### config.mk
export PLATFORM = sky130hd
export DESIGN_NAME = adder_share_arb
export DESIGN_NICKNAME = d
export VERILOG_FILES = /design/src/rtl/adder_share_arb_pkg.sv /design/src/rtl/adder_share_arb_prefix_adder.sv /design/src/rtl/adder_share_arb.sv
export SDC_FILE = /design/constraint.sdc
export NUM_CORES = 1
export LEC_CHECK = 0
export CAP_MARGIN = 30
export CORE_ASPECT_RATIO = 0.75
export CORE_MARGIN = 4
export CORE_UTILIZATION = 40
export CTS_CLUSTER_DIAMETER = 30
export DETAILED_ROUTE_END_ITERATION = 7
export PLACE_DENSITY = 0.7
export SYNTH_ARGS = -nofsm -noshare
export SYNTH_HDL_FRONTEND = slang
export SYNTH_SLANG_ARGS = --single-unit
### constraint.sdc
create_clock -name clk -period 7.3 [get_ports clk]
set_input_delay 1.46 -clock clk [delete_from_list [all_inputs] [get_ports clk]]
set_output_delay 1.46 -clock clk [all_outputs]
set_load 0.03 [all_outputs]
### src/rtl/adder_share_arb_pkg.sv
// Shared definitions for adder_share_arb: default widths, the kpg encoding used
// by the prefix network, and the signed saturation limits for ADDER_SHARE_SAT_EN.
package adder_share_pkg;

  localparam int W_DEF    = 32;
  localparam int NREQ_DEF = 4;
  localparam int IDW_DEF  = 2;

  typedef enum logic [1:0] {
    KILL = 2'b00,
    PROP = 2'b01,
    GEN  = 2'b10
  } kpg_e;

  localparam logic [W_DEF-1:0] SAT_MAX = {1'b0, {(W_DEF-1){1'b1}}};
  localparam logic [W_DEF-1:0] SAT_MIN = {1'b1, {(W_DEF-1){1'b0}}};

  // A propagating upper group takes the status of the lower group beneath it.
  function automatic kpg_e kpg_combine(input kpg_e hi, input kpg_e lo);
    return (hi == PROP) ? lo : hi;
  endfunction

endpackage

### src/rtl/adder_share_arb_prefix_adder.sv
// Purely combinational W-bit Kogge-Stone adder built from kpg cells.
// Level l merges each bit's group with the group 2**(l-1) bits below it.
module prefix_adder
  import adder_share_pkg::*;
#(
  parameter int W = W_DEF
) (
  input  logic [W-1:0] a,
  input  logic [W-1:0] b,
  input  logic         cin,
  output logic [W-1:0] sum,
  output logic         cout
);

  localparam int LEVELS = $clog2(W);

  for (genvar l = 0; l <= LEVELS; l++) begin : g_lvl
    kpg_e node [W];
    for (genvar i = 0; i < W; i++) begin : g_bit
      if (l == 0) begin : g_leaf
        assign node[i] = kpg_e'({a[i] & b[i], a[i] ^ b[i]});
      end else if (i >= (1 << (l - 1))) begin : g_cell
        assign node[i] = kpg_combine(g_lvl[l-1].node[i], g_lvl[l-1].node[i - (1 << (l - 1))]);
      end else begin : g_pass
        assign node[i] = g_lvl[l-1].node[i];
      end
    end
  end

  // After the last level node[i] covers bits [i:0]; cin resolves a full propagate.
  logic [W:0] carry;
  assign carry[0] = cin;
  for (genvar i = 0; i < W; i++) begin : g_carry
    assign carry[i+1] = (g_lvl[LEVELS].node[i] == GEN) ||
                        ((g_lvl[LEVELS].node[i] == PROP) && cin);
  end

  assign sum  = a ^ b ^ carry[W-1:0];
  assign cout = carry[W];

endmodule

### src/rtl/adder_share_arb.sv
// Round-robin shared adder: NREQ requesters feed one LAT-stage pipeline ending in
// a prefix adder. Define ADDER_SHARE_SAT_EN for a signed saturating rsp_sum.
module adder_share_arb
  import adder_share_pkg::*;
#(
  parameter int NREQ = NREQ_DEF,
  parameter int W    = W_DEF,
  parameter int LAT  = 2,
  parameter int IDW  = IDW_DEF
) (
  input  logic              clk,
  input  logic              rst_n,
  input  logic [NREQ-1:0]   req_valid,
  input  logic [NREQ*W-1:0] req_a,
  input  logic [NREQ*W-1:0] req_b,
  input  logic [NREQ-1:0]   req_cin,
  output logic [NREQ-1:0]   req_ready,
  output logic              rsp_valid,
  input  logic              rsp_ready,
  output logic [IDW-1:0]    rsp_id,
  output logic [W-1:0]      rsp_sum,
  output logic              rsp_cout,
  output logic              busy
);

  logic [LAT-1:0] valid_q;
  logic [IDW-1:0] id_q [LAT];
  logic [W-1:0]   a_q  [LAT];
  logic [W-1:0]   b_q  [LAT];
  logic [LAT-1:0] cin_q;
  logic [IDW-1:0] ptr_q, ptr_d;
  logic           run_q;

  logic           advance, found, xfer;
  logic [IDW-1:0] grant;
  logic [W-1:0]   a_d, b_d;
  logic           cin_d;
  logic [W-1:0]   raw_sum;

  assign advance = !valid_q[LAT-1] || rsp_ready;

  always_comb begin
    found = 1'b0;
    grant = '0;
    for (int k = 0; k < NREQ; k++) begin
      if (!found && req_valid[(int'(ptr_q) + k) % NREQ]) begin
        found = 1'b1;
        grant = IDW'((int'(ptr_q) + k) % NREQ);
      end
    end
  end

  // run_q keeps req_ready low while reset is held and for the first edge after.
  assign xfer = run_q && advance && found;

  always_comb begin
    req_ready = '0;
    for (int k = 0; k < NREQ; k++) begin
      req_ready[k] = xfer && (grant == IDW'(k));
    end
    a_d   = xfer ? req_a[int'(grant)*W +: W] : '0;
    b_d   = xfer ? req_b[int'(grant)*W +: W] : '0;
    cin_d = xfer && req_cin[grant];
    ptr_d = ptr_q;
    if (xfer) begin
      ptr_d = (int'(grant) == NREQ - 1) ? '0 : grant + 1'b1;
    end
  end

  always_ff @(posedge clk or negedge rst_n) begin
    if (!rst_n) begin
      valid_q <= '0;
      cin_q   <= '0;
      ptr_q   <= '0;
      run_q   <= 1'b0;
      for (int s = 0; s < LAT; s++) begin
        id_q[s] <= '0;
        a_q[s]  <= '0;
        b_q[s]  <= '0;
      end
    end else begin
      run_q <= 1'b1;
      ptr_q <= ptr_d;
      if (advance) begin
        valid_q[0] <= xfer;
        id_q[0]    <= xfer ? grant : '0;
        a_q[0]     <= a_d;
        b_q[0]     <= b_d;
        cin_q[0]   <= cin_d;
        for (int s = 1; s < LAT; s++) begin
          valid_q[s] <= valid_q[s-1];
          id_q[s]    <= id_q[s-1];
          a_q[s]     <= a_q[s-1];
          b_q[s]     <= b_q[s-1];
          cin_q[s]   <= cin_q[s-1];
        end
      end
    end
  end

  prefix_adder #(.W(W)) u_adder (
    .a    (a_q[LAT-1]),
    .b    (b_q[LAT-1]),
    .cin  (cin_q[LAT-1]),
    .sum  (raw_sum),
    .cout (rsp_cout)
  );

`ifdef ADDER_SHARE_SAT_EN
  localparam logic [W-1:0] SAT_MAX_W = W'(SAT_MAX >> (W_DEF - W));
  localparam logic [W-1:0] SAT_MIN_W = W'(SAT_MIN >> (W_DEF - W));
  logic ovf;
  // Same-sign operands producing an opposite-sign result is a signed overflow.
  assign ovf     = (a_q[LAT-1][W-1] == b_q[LAT-1][W-1]) && (raw_sum[W-1] != a_q[LAT-1][W-1]);
  assign rsp_sum = !ovf ? raw_sum : (a_q[LAT-1][W-1] ? SAT_MIN_W : SAT_MAX_W);
`else
  assign rsp_sum = raw_sum;
`endif

  assign rsp_valid = valid_q[LAT-1];
  assign rsp_id    = id_q[LAT-1];
  assign busy      = |valid_q;

endmodule

==> results.sh <==
export IMPL_outcome="complete, no violations"
export IMPL_syn2layout_area_growth_pct=38.0
export IMPL_yosys_area_share_adder=0.0479
export IMPL_power_density_nw_per_um2=376
export IMPL_rr_startpoint="ptr_q[1]"
export IMPL_muxShareOfSynthArea=0.160
export IMPL_cts_setup_buffers=0
export IMPL_comb_power_share=0.606
export IMPL_synth_top_family_by_area="simple AND/OR/NAND/NOR gates"
export IMPL_finalSetupViolations=0
export IMPL_layout_common_cells="nand2_1, clkdlybuf4s50_1, mux2i_1"
export IMPL_cp_end_kind="primary output"
export IMPL_switching_share=0.460
export IMPL_worstRegToRegCells=8
export IMPL_p_total_mw=5.24
export IMPL_syn_area_um2=10100
export IMPL_r2r_setup_slack_ns=4.26
export IMPL_io_buffer_count=307
export IMPL_synth_edff_count=0
export IMPL_skew_ns=0.00937
export IMPL_max_freq_mhz=168
export IMPL_fp_dieH_um=146
export IMPL_hp_class="register to register"
export IMPL_yosysSeqAreaShare=0.345
export IMPL_die_w_um=191
export IMPL_layout_min_cycle_time_ns=5.96
export IMPL_max_slew_margin=0.329
export IMPL_clkTransAtPathRegs_ns=0.06
export IMPL_place_hpwl_um=26700
export IMPL_hold_violations=0
export IMPL_crit_required_ns=5.84
export IMPL_syn_inst=1185
export IMPL_grt_max_degree=119
export IMPL_routedWlPerCell_um=18.9
export IMPL_syn_nets=1490
export IMPL_cts_buffers=17
export IMPL_grt_pass1_vias=9505
export IMPL_rows=50
export IMPL_cts_root_buf="clkbuf_16"
export IMPL_period_share=0.816
export IMPL_routed_wl_um=33800
export IMPL_vias=9514
export IMPL_synthArstFlopShare=1.00
export IMPL_worstSetupEndpoint="req_ready[3]"
export IMPL_coreArea_um2=24900
export IMPL_yosys_warnings=0
export IMPL_drtPass1Iterations=5
export IMPL_gp_congestion=0.884
export IMPL_synthXorXnorAreaFrac=0.0252
export IMPL_io_pins=308
export IMPL_p_clk_frac=0.167
export IMPL_avgSynthCellArea_um2=8.52
export IMPL_dieArea_um2=27900
export IMPL_worstSetupStartpoint="req_valid[0]"
export IMPL_tightest_slew_ns=1.00
export IMPL_synth_compound_area_frac=0.164
export IMPL_htree_levels=4
export IMPL_antenna_found_initial=0
export IMPL_cts_path_max_buffers=2
export IMPL_cts_tree="done"
export IMPL_antenna_cells=0
export IMPL_drc_errors=0
export IMPL_tns_ns=0
export IMPL_worstSkewPairLatency_ns=0.43
export IMPL_report_final_slew_viol_count=0
export IMPL_p_seq_frac=0.226
export IMPL_nets=1737
export IMPL_nFillCells=2339
export IMPL_peakVddDrop_mv=0.279
export IMPL_reg2reg_to="b_q[41]"
export IMPL_max_cap_violations=0
export IMPL_ys_flop_type="dfrtp_1"
export IMPL_drtIter0Drc=618
export IMPL_start_util=0.405
export IMPL_cp_max_fo=42
export IMPL_grt_pass1_wl_um=52300
export IMPL_crit_type="input port to primary output"
export IMPL_yosys_register_bits=139
export IMPL_cp_arrival_ns=4.50
export IMPL_grt_overflow_total=0
export IMPL_rsz0062_at_grt="false"
export IMPL_drive_above_1_share=0.0574
export IMPL_p_leak_nw=6.33
export IMPL_antenna_left=0
export IMPL_synthSimpleGateAreaFrac=0.209
export IMPL_postCtsHoldBufs=0
export IMPL_p_int_mw=2.83
export IMPL_cts_sinks=139
export IMPL_p_sw_mw=2.41
export IMPL_synth_distinct_cells=73
export IMPL_cp_start_kind="input port"
export IMPL_routed_via_density=5.34
export IMPL_grtUsageTotal=0.237
export IMPL_ctsResizeCount=0
export IMPL_final_common_cell="nand2_1"
## per-stage QoR
stage | utilization | setup slack [ns] | cell area [µm²] | cells | hold WS, ns
4_1_cts | 0.559 | 1.35 | 13900 | 1783 | 0.478
3_3_place_gp | 0.534 | 1.36 | 13300 | 1750 | 0.455
5_1_grt | 0.559 | 1.18 | 13900 | 1783 | 0.490
6_report | 0.559 | 1.34 | 13900 | 1783 | 0.471
3_5_place_dp | 0.535 | 1.35 | 13300 | 1751 | 0.462
2_1_floorplan | - | 2.62 | 10100 | 1185 | 0.440
## synthesized netlist by cell type, types with 10 or more instances
cell type,number,area (µm²)
nor2b_1,10,62.6
ha_1,37,463
dfrtp_1,139,3480
nand2b_1,11,68.8
nand2_1,363,1360
inv_1,24,90.1
a31oi_1,18,113
a32o_1,65,651
clkbuf_1,60,225
mux2i_1,149,1490
a21oi_1,42,210
xor2_1,11,96.3
xnor2_1,18,158
o21ai_0,24,120
nor2_1,43,161
buf_2,13,65.1
## kinds of logic after synthesis
kind of cell / count (synthesis)
adder cells (fa/ha/maj): 38
AND/OR/NAND/NOR: 494
other: 1
buffers and inverters: 112
XOR/XNOR: 29
AO/OA/AOI/OAI: 213
multiplexers: 159
flip-flops: 139
## flip-flops by register name, indices dropped and copies added, names as in the netlist
name	flops
a_q	64
b_q	64
cin_q	2
id_q	2
ptr_q	2
rsp_id	2
run_q	1
valid_q	2
## cell type report
type / instances / area (µm²) / share of cell area
repair buffers: 315 / 3180 / 0.228
multi-input cells: 934 / 6160 / 0.442
well taps: 338 / 423 / 0.0304
inverters: 25 / 93.8 / 0.00674
flip-flops and latches: 139 / 3480 / 0.250
clock inverters: 14 / 159 / 0.0114
clock buffers: 18 / 439 / 0.0315
## how the worst min path moves through the flow
stage / startpoint / to / slack, ns / depth (start not counted)
after global placement: b_q[15] / b_q[15] / 0.45 / 2
after global routing: b_q[4] / b_q[4] / 0.49 / 2
final: b_q[11] / b_q[11] / 0.47 / 2
after floorplan: rsp_id[0] / rsp_id[0] / 0.44 / 2
after detailed placement: a_q[12] / a_q[12] / 0.46 / 2
after CTS: b_q[11] / b_q[11] / 0.48 / 2
## power by group through the flow
stage / sequential (mW) / clock (mW) / combinational, mW
final: 1.19 / 0.877 / 3.18
after global routing: 1.21 / 0.924 / 3.44
after CTS: 1.18 / 0.888 / 3.18
after detailed placement: 1.20 / 0 / 3.17
after global placement: 1.19 / 0 / 3.14
after floorplan: 1.11 / 0 / 2.18
## routing by layer
| layer | track usage | part of all wire |
|---|---|---|
| met1 | 0.356 | 0.49 |
| met2 | 0.351 | 0.43 |
| met3 | 0.0576 | 0.071 |
| met5 | 0 | 0 |
| met4 | 0.0402 | 0.0098 |
## critical path: stages
cell	delay, ns
clkdlybuf4s50_1	0.41
inv_1	0.13
nor2_1	0.08
a21oi_1	0.13
nor2_1	0.05
a211o_2	0.50
inv_2	0.62
ha_1	0.29
and2_1	0.12
clkdlybuf4s50_1	0.67
Power figures use the tool's default switching activity.
